--- src/rtl/mem_access_pkg.sv ---
// rtl/mem_access_pkg.sv - shared widths, aluop codes, exception bits, size codes and FSM states
package mem_access_pkg;

  localparam int GPR_BUS        = 32;
  localparam int ALUOP_BUS      = 8;
  localparam int EXCEP_TYPE_BUS = 32;
  localparam int RAM_ADDR_BUS   = 32;

  // Memory aluop encodings; anything else is a non-memory op.
  localparam logic [ALUOP_BUS-1:0] ALUOP_LB  = 8'h01;
  localparam logic [ALUOP_BUS-1:0] ALUOP_LBU = 8'h02;
  localparam logic [ALUOP_BUS-1:0] ALUOP_LH  = 8'h03;
  localparam logic [ALUOP_BUS-1:0] ALUOP_LHU = 8'h04;
  localparam logic [ALUOP_BUS-1:0] ALUOP_LW  = 8'h05;
  localparam logic [ALUOP_BUS-1:0] ALUOP_SB  = 8'h06;
  localparam logic [ALUOP_BUS-1:0] ALUOP_SH  = 8'h07;
  localparam logic [ALUOP_BUS-1:0] ALUOP_SW  = 8'h08;
  localparam logic [ALUOP_BUS-1:0] ALUOP_ADD = 8'h10;

  localparam int EXCEP_ADEL_BIT = 4;
  localparam int EXCEP_ADES_BIT = 5;

  localparam logic [1:0] SIZE_BYTE = 2'd0;
  localparam logic [1:0] SIZE_HALF = 2'd1;
  localparam logic [1:0] SIZE_WORD = 2'd2;

  typedef enum logic [1:0] {
    ST_IDLE      = 2'd0,
    ST_WAIT_DATA = 2'd1,
    ST_DONE      = 2'd2,
    ST_DRAIN     = 2'd3
  } state_e;

endpackage

--- src/rtl/mem_access_if.sv ---
// rtl/mem_access_if.sv - SRAM-like data bus between the memory stage and the interconnect
interface mem_access_if;
  import mem_access_pkg::*;

  logic                    data_req;
  logic                    data_wr;
  logic [1:0]              data_size;
  logic [RAM_ADDR_BUS-1:0] data_addr;
  logic [GPR_BUS-1:0]      data_wdata;
  logic                    data_addr_ok;
  logic                    data_ok;
  logic [GPR_BUS-1:0]      data_rdata;

  modport master (
    output data_req, data_wr, data_size, data_addr, data_wdata,
    input  data_addr_ok, data_ok, data_rdata
  );

  modport slave (
    input  data_req, data_wr, data_size, data_addr, data_wdata,
    output data_addr_ok, data_ok, data_rdata
  );
endinterface

--- src/rtl/mem_access_load_align.sv ---
// rtl/mem_access_load_align.sv - load lane select and sign/zero extension
module mem_access_load_align
  import mem_access_pkg::*;
(
  input  logic [ALUOP_BUS-1:0] aluop_i,
  input  logic [1:0]           addr_lo_i,
  input  logic [GPR_BUS-1:0]   rdata_i,
  output logic [GPR_BUS-1:0]   result_o
);

  logic [7:0]  byte_lane;
  logic [15:0] half_lane;

  // Pick the addressed byte/half out of the word-aligned read data, then extend.
  always_comb begin
    byte_lane = rdata_i[8*addr_lo_i +: 8];
    half_lane = addr_lo_i[1] ? rdata_i[31:16] : rdata_i[15:0];
    case (aluop_i)
      ALUOP_LB:  result_o = {{24{byte_lane[7]}}, byte_lane};
      ALUOP_LBU: result_o = {24'h0, byte_lane};
      ALUOP_LH:  result_o = {{16{half_lane[15]}}, half_lane};
      ALUOP_LHU: result_o = {16'h0, half_lane};
      default:   result_o = rdata_i;
    endcase
  end

endmodule

--- src/rtl/mem_access.sv ---
// rtl/mem_access.sv - memory-access pipeline stage driving the SRAM-like data bus
module mem_access
  import mem_access_pkg::*;
(
  input  logic                      clk,
  input  logic                      rst,
  input  logic                      exception,
  input  logic                      mem_advance,
  input  logic [ALUOP_BUS-1:0]      mem_aluop,
  input  logic [EXCEP_TYPE_BUS-1:0] mem_exception_type,
  input  logic                      mem_mem_to_reg,
  input  logic                      mem_ram_write_enable,
  input  logic [RAM_ADDR_BUS-1:0]   mem_ram_read_addr,
  input  logic [RAM_ADDR_BUS-1:0]   mem_ram_write_addr,
  input  logic [GPR_BUS-1:0]        mem_ram_write_data,
  input  logic [GPR_BUS-1:0]        mem_alu_data,
  mem_access_if.master              bus,
  output logic                      data_stall,
  output logic [GPR_BUS-1:0]        wb_data,
  output logic [EXCEP_TYPE_BUS-1:0] excep_type_out,
  output logic [RAM_ADDR_BUS-1:0]   bad_vaddr
);

  state_e             state_q, state_d;
  logic [GPR_BUS-1:0] ld_buf_q, ld_buf_d;

  logic [RAM_ADDR_BUS-1:0] addr;
  logic                    is_mem;
  logic                    is_half;
  logic                    is_word;
  logic                    misaligned;
  logic                    access_needed;
  logic [GPR_BUS-1:0]      ld_ext;

  // Read and write addresses are the same effective address; pick by op kind.
  assign addr    = mem_mem_to_reg ? mem_ram_read_addr : mem_ram_write_addr;
  assign is_mem  = mem_mem_to_reg | mem_ram_write_enable;
  assign is_half = (mem_aluop == ALUOP_LH) || (mem_aluop == ALUOP_LHU) || (mem_aluop == ALUOP_SH);
  assign is_word = (mem_aluop == ALUOP_LW) || (mem_aluop == ALUOP_SW);

  assign misaligned    = is_mem & ((is_half & addr[0]) | (is_word & (addr[1:0] != 2'b00)));
  assign access_needed = is_mem & (mem_exception_type == '0) & ~misaligned;

  mem_access_load_align u_load_align (
    .aluop_i   (mem_aluop),
    .addr_lo_i (addr[1:0]),
    .rdata_i   (bus.data_rdata),
    .result_o  (ld_ext)
  );

  // Merge address-error bits into the exception vector carried down the pipe.
  always_comb begin
    excep_type_out = mem_exception_type;
    if (misaligned && mem_mem_to_reg)       excep_type_out[EXCEP_ADEL_BIT] = 1'b1;
    if (misaligned && mem_ram_write_enable) excep_type_out[EXCEP_ADES_BIT] = 1'b1;
    bad_vaddr = misaligned ? addr : '0;
  end

  // Bus request fields: size code and lane-replicated store data.
  always_comb begin
    bus.data_wr   = mem_ram_write_enable;
    bus.data_addr = addr;
    bus.data_req  = (state_q == ST_IDLE) & access_needed & ~exception;
    if (is_half)      bus.data_size = SIZE_HALF;
    else if (is_word) bus.data_size = SIZE_WORD;
    else              bus.data_size = SIZE_BYTE;
    case (mem_aluop)
      ALUOP_SB: bus.data_wdata = {4{mem_ram_write_data[7:0]}};
      ALUOP_SH: bus.data_wdata = {2{mem_ram_write_data[15:0]}};
      default:  bus.data_wdata = mem_ram_write_data;
    endcase
  end

  // Stall upstream while a transaction is outstanding; choose write-back source.
  always_comb begin
    case (state_q)
      ST_IDLE:      data_stall = access_needed;
      ST_WAIT_DATA: data_stall = ~bus.data_ok;
      ST_DONE:      data_stall = 1'b0;
      default:      data_stall = 1'b1;
    endcase
    if (state_q == ST_DONE) wb_data = ld_buf_q;
    else if (mem_mem_to_reg) wb_data = ld_ext;
    else                     wb_data = mem_alu_data;
  end

  // Next-state logic: DONE holds a finished load until ex_mem advances,
  // DRAIN swallows the response of a flushed access.
  always_comb begin
    state_d  = state_q;
    ld_buf_d = ld_buf_q;
    case (state_q)
      ST_IDLE: begin
        if (bus.data_req && bus.data_addr_ok) state_d = ST_WAIT_DATA;
      end
      ST_WAIT_DATA: begin
        if (bus.data_ok) begin
          ld_buf_d = ld_ext;
          if (exception || mem_advance) state_d = ST_IDLE;
          else                          state_d = ST_DONE;
        end else if (exception) begin
          state_d = ST_DRAIN;
        end
      end
      ST_DONE: begin
        if (mem_advance || exception) state_d = ST_IDLE;
      end
      default: begin
        if (bus.data_ok) state_d = ST_IDLE;
      end
    endcase
  end

  // State and load-buffer registers.
  always_ff @(posedge clk or negedge rst) begin
    if (!rst) begin
      state_q  <= ST_IDLE;
      ld_buf_q <= '0;
    end else begin
      state_q  <= state_d;
      ld_buf_q <= ld_buf_d;
    end
  end

endmodule

--- src/flat_wrapper.sv ---
// flat-port wrapper written by rule: the top's interface ports become plain ports
module mem_access_flat import mem_access_pkg::*;
  (clk, rst, exception, mem_advance, mem_aluop, mem_exception_type, mem_mem_to_reg, mem_ram_write_enable, mem_ram_read_addr, mem_ram_write_addr, mem_ram_write_data, mem_alu_data, data_stall, wb_data, excep_type_out, bad_vaddr, bus_data_req, bus_data_wr, bus_data_size, bus_data_addr, bus_data_wdata, bus_data_addr_ok, bus_data_ok, bus_data_rdata);
  mem_access_if bus_i ();
  input  logic clk;
  input  logic rst;
  input  logic exception;
  input  logic mem_advance;
  input  logic [ALUOP_BUS-1:0] mem_aluop;
  input  logic [EXCEP_TYPE_BUS-1:0] mem_exception_type;
  input  logic mem_mem_to_reg;
  input  logic mem_ram_write_enable;
  input  logic [RAM_ADDR_BUS-1:0] mem_ram_read_addr;
  input  logic [RAM_ADDR_BUS-1:0] mem_ram_write_addr;
  input  logic [GPR_BUS-1:0] mem_ram_write_data;
  input  logic [GPR_BUS-1:0] mem_alu_data;
  output logic data_stall;
  output logic [GPR_BUS-1:0] wb_data;
  output logic [EXCEP_TYPE_BUS-1:0] excep_type_out;
  output logic [RAM_ADDR_BUS-1:0] bad_vaddr;
  output wire logic [$bits(bus_i.data_req)-1:0] bus_data_req;
  output wire logic [$bits(bus_i.data_wr)-1:0] bus_data_wr;
  output wire logic [$bits(bus_i.data_size)-1:0] bus_data_size;
  output wire logic [$bits(bus_i.data_addr)-1:0] bus_data_addr;
  output wire logic [$bits(bus_i.data_wdata)-1:0] bus_data_wdata;
  input wire logic [$bits(bus_i.data_addr_ok)-1:0] bus_data_addr_ok;
  input wire logic [$bits(bus_i.data_ok)-1:0] bus_data_ok;
  input wire logic [$bits(bus_i.data_rdata)-1:0] bus_data_rdata;
  assign bus_data_req = bus_i.data_req;
  assign bus_data_wr = bus_i.data_wr;
  assign bus_data_size = bus_i.data_size;
  assign bus_data_addr = bus_i.data_addr;
  assign bus_data_wdata = bus_i.data_wdata;
  assign bus_i.data_addr_ok = bus_data_addr_ok;
  assign bus_i.data_ok = bus_data_ok;
  assign bus_i.data_rdata = bus_data_rdata;
  mem_access u_core (.clk(clk), .rst(rst), .exception(exception), .mem_advance(mem_advance), .mem_aluop(mem_aluop), .mem_exception_type(mem_exception_type), .mem_mem_to_reg(mem_mem_to_reg), .mem_ram_write_enable(mem_ram_write_enable), .mem_ram_read_addr(mem_ram_read_addr), .mem_ram_write_addr(mem_ram_write_addr), .mem_ram_write_data(mem_ram_write_data), .mem_alu_data(mem_alu_data), .bus(bus_i), .data_stall(data_stall), .wb_data(wb_data), .excep_type_out(excep_type_out), .bad_vaddr(bad_vaddr));
endmodule
--- config.mk ---
export PLATFORM = sky130hd
export DESIGN_NAME = mem_access_flat
export DESIGN_NICKNAME = d
export VERILOG_FILES = /design/src/rtl/mem_access_pkg.sv /design/src/rtl/mem_access_if.sv /design/src/rtl/mem_access_load_align.sv /design/src/rtl/mem_access.sv /design/src/flat_wrapper.sv
export SDC_FILE = /design/constraint.sdc
export NUM_CORES = 1
export LEC_CHECK = 0
export BUFFER_PORTS_ARGS = -buffer_cell sky130_fd_sc_hd__buf_2
export CORE_AREA = 2 2 145 147
export DETAILED_ROUTE_END_ITERATION = 6
export DIE_AREA = 0 0 147 149
export MAX_ROUTING_LAYER = met4
export PLACE_DENSITY = 0.5
export REMOVE_ABC_BUFFERS = 1
export SETUP_SLACK_MARGIN = 0.05
export SLEW_MARGIN = 10
export SYNTH_ARGS = -nofsm -noshare
export SYNTH_HDL_FRONTEND = slang
export SYNTH_SLANG_ARGS = --single-unit
--- constraint.sdc ---
create_clock -name clk -period 2.5 [get_ports clk]
set_input_delay 0.5 -clock clk [delete_from_list [all_inputs] [get_ports clk]]
set_output_delay 0.5 -clock clk [all_outputs]
set_load 0.1 [all_outputs]
==> metrics <==
drt wl/cell 20.2 microns; Seq/Total Area, Yosys 21.4%; Max Freq 327 MHz; final setup TNS -39.35 ns; Tcrit/Tclk final 122%; Slew headroom 45.3%; cells after synthesis 507; post-layout net count 1124; first-pass GRT wire length 34800 microns; P per Cell Area 394 nW/um^2; footprint of the multi-input gates 3310 sq um; H-tree depth 2; Synth Warn # 0; largest net degree at the start of global routing 50; vias in the first global route 5828; Final Hold Viols 0; Routed Antenna Nets 0; Crit. End Element output port; Avg Cell Area, Syn 7.85 sq um; Max IR drop VDD 0.000235 V; reg-to-reg endpoint u_core.ld_buf_q[20]$_DFFE_PN0P_; total power 3.77 mW; Longest Clk Path Bufs 2; clk_skew 0.00586 ns; # rows 53; Clk Latency, worst-skew pair 0.28 ns; global route total overflow 0; setup repair after global routing missed its margin yes; Die X 147 microns; Clock Pin Slew Worst Setup and Hold Paths 0.05 ns; clock root buffer master clkbuf_16; post-layout min period 3.06 ns; crit path from mem_aluop[7]; reg2reg setup slack 0.80 ns; run status complete, but fails checks; post-DP HPWL 19300 microns; routability cong. 0.938; # DRC 0; io pins 373; share of cells above drive strength 1 72.0%; Pre-Repair DR Iteration Count 4; initial DRC count 148; Sink Count 34; most frequent cells in the layout buf_2 (243), buf_12 (136), buf_4 (78); Min-Delay Path Class input port to asynchronous set/reset pin; filler cell count 1962; WL final 24200 microns; Leakage 4.37 nW; Worst setup SP type input port; Yosys top cell area share 21.4%; TritonCTS clock tree built; failing checks setup timing; Core ar. 20600 sq um; DIE AREA 21900 sq um; Register Area 851 sq um; CP max FO 6; Synth-to-Final Area Change 141%; total track usage 21.5%; worst endpoint required time 2.00 ns; initial antenna violation count 5; most common cell after layout, fill and taps aside buf_2; Reg2Reg Depth 5; Critical R2R Launch u_core.state_q[1]$_DFFE_PN0P_; cell taking the most area after synthesis dfrtp_1; count of input and output buffers 372; Least-Margin Pin Slew 0.821 ns; Yosys reg bits 34; CTS Buf Count 5; Vias/cell 4.63; critical path arrival 2.56 ns; Vias 5546; Final Setup Violations 92; pins over their slew limit 0; number of max-cap violations 0; Die H 149 microns; worst setup margin -0.556 ns; Starting Density 19.3%; Cell Area, Synth 3980 sq um; CP Class input port to output port; Cell variety after synth 53; Area contributors post-synth dfrtp_1 (21%), mux2_2 (14%), buf_4 (8.1%)
[metal layers]
layer  track usage [%]  part of all wire, %
met5                 -                    0
met3              6.30                  8.3
met4              5.58                  1.6
met1              23.8                   38
met2              37.9                   52
[Yosys cell counts, drive strengths merged]
cell,number
buf,55
a22o,8
and2,30
o2111ai,1
a211o,1
nand3b,3
nand2,62
a31oi,1
a221oi,8
clkbuf,23
o2111a,1
nor2b,2
a211oi,2
nor4b,1
nand3,3
xnor2,1
nor3,5
or4,1
o21bai,2
nand4b,1
or3,23
mux2i,10
or2,1
nor3b,3
nand4,1
and3,3
or4b,1
a21oi,51
mux2,49
o22a,7
nor4,10
nand2b,3
dfrtp,34
mux4,1
a2bb2oi,7
or3b,2
a311oi,1
a31o,2
o21ai,52
a21o,2
inv,4
a2111oi,1
nor2,28
[per-stage QoR]
| step | area, sq um | hold slack (ns) | std cells | utilization (%) | setup WS [ns] |
|---|---|---|---|---|---|
| floorplan | 3500 | 0.204 | 429 | - | -2.29 |
| global placement | 8060 | 0.470 | 1162 | 39.2 | -0.566 |
| detailed placement | 8060 | 0.475 | 1162 | 39.2 | -0.607 |
| CTS | 9170 | 0.345 | 1188 | 44.6 | -0.536 |
| global route | 9570 | 0.393 | 1197 | 46.5 | -0.591 |
| finish | 9570 | 0.318 | 1197 | 46.5 | -0.556 |
[worst max-delay path, stage by stage]
cell     delay [ns]
buf_6          0.09
or4_4          0.60
buf_6          0.16
nor2_4         0.16
buf_6          0.13
nand3_4        0.12
buf_12         0.17
buf_16         0.13
mux2_4         0.31
buf_12         0.17
[sequential cells by signal (all words and copies together), names as in the netlist]
register and flops:
u_core.state_q 2, u_core.ld_buf_q 32
[worst max-delay path by stage]
stage	endpoint	slack [ns]	depth (start not counted)
2_1_floorplan	wb_data[7]	-2.29	5
5_1_grt	wb_data[1]	-0.59	8
6_report	bus_data_wdata[17]	-0.56	10
4_1_cts	wb_data[1]	-0.54	9
3_3_place_gp	wb_data[2]	-0.57	8
3_5_place_dp	wb_data[3]	-0.61	8
[final cells by class]
cell class              instances  area share [%]
flip-flops and latches         34            8.89
repair buffers                480            51.0
inverters                       4           0.209
clock buffers                   7            1.49
multi-input cells             391            34.6
clock inverters                 1          0.0523
diodes                          5           0.131
well taps                     275            3.60
[timing repair]
item	in CTS	in global routing
pin swaps	13	19
hold buffers	0	0
setup buffers	15	12
resized for setup	181	74
gates cloned	3	1
setup endpoints to repair	94	94
[power by group]
part	switching (mW)	total, mW	leakage, nW	internal (mW)
Sequential	0.0384	0.662	0.411	0.624
Combinational	1.60	2.47	3.89	0.879
Clock	0.234	0.629	0.0739	0.395
[logic make-up after synthesis]
logic type | synth area share, %
and+or+nand+nor | 23.8
AOI/OAI and AO/OA | 25.2
buffers and inverters | 12.3
muxes | 17.0
DFF | 21.4
xor gates and xnor gates | 0.220
Power figures use the tool's default switching activity.
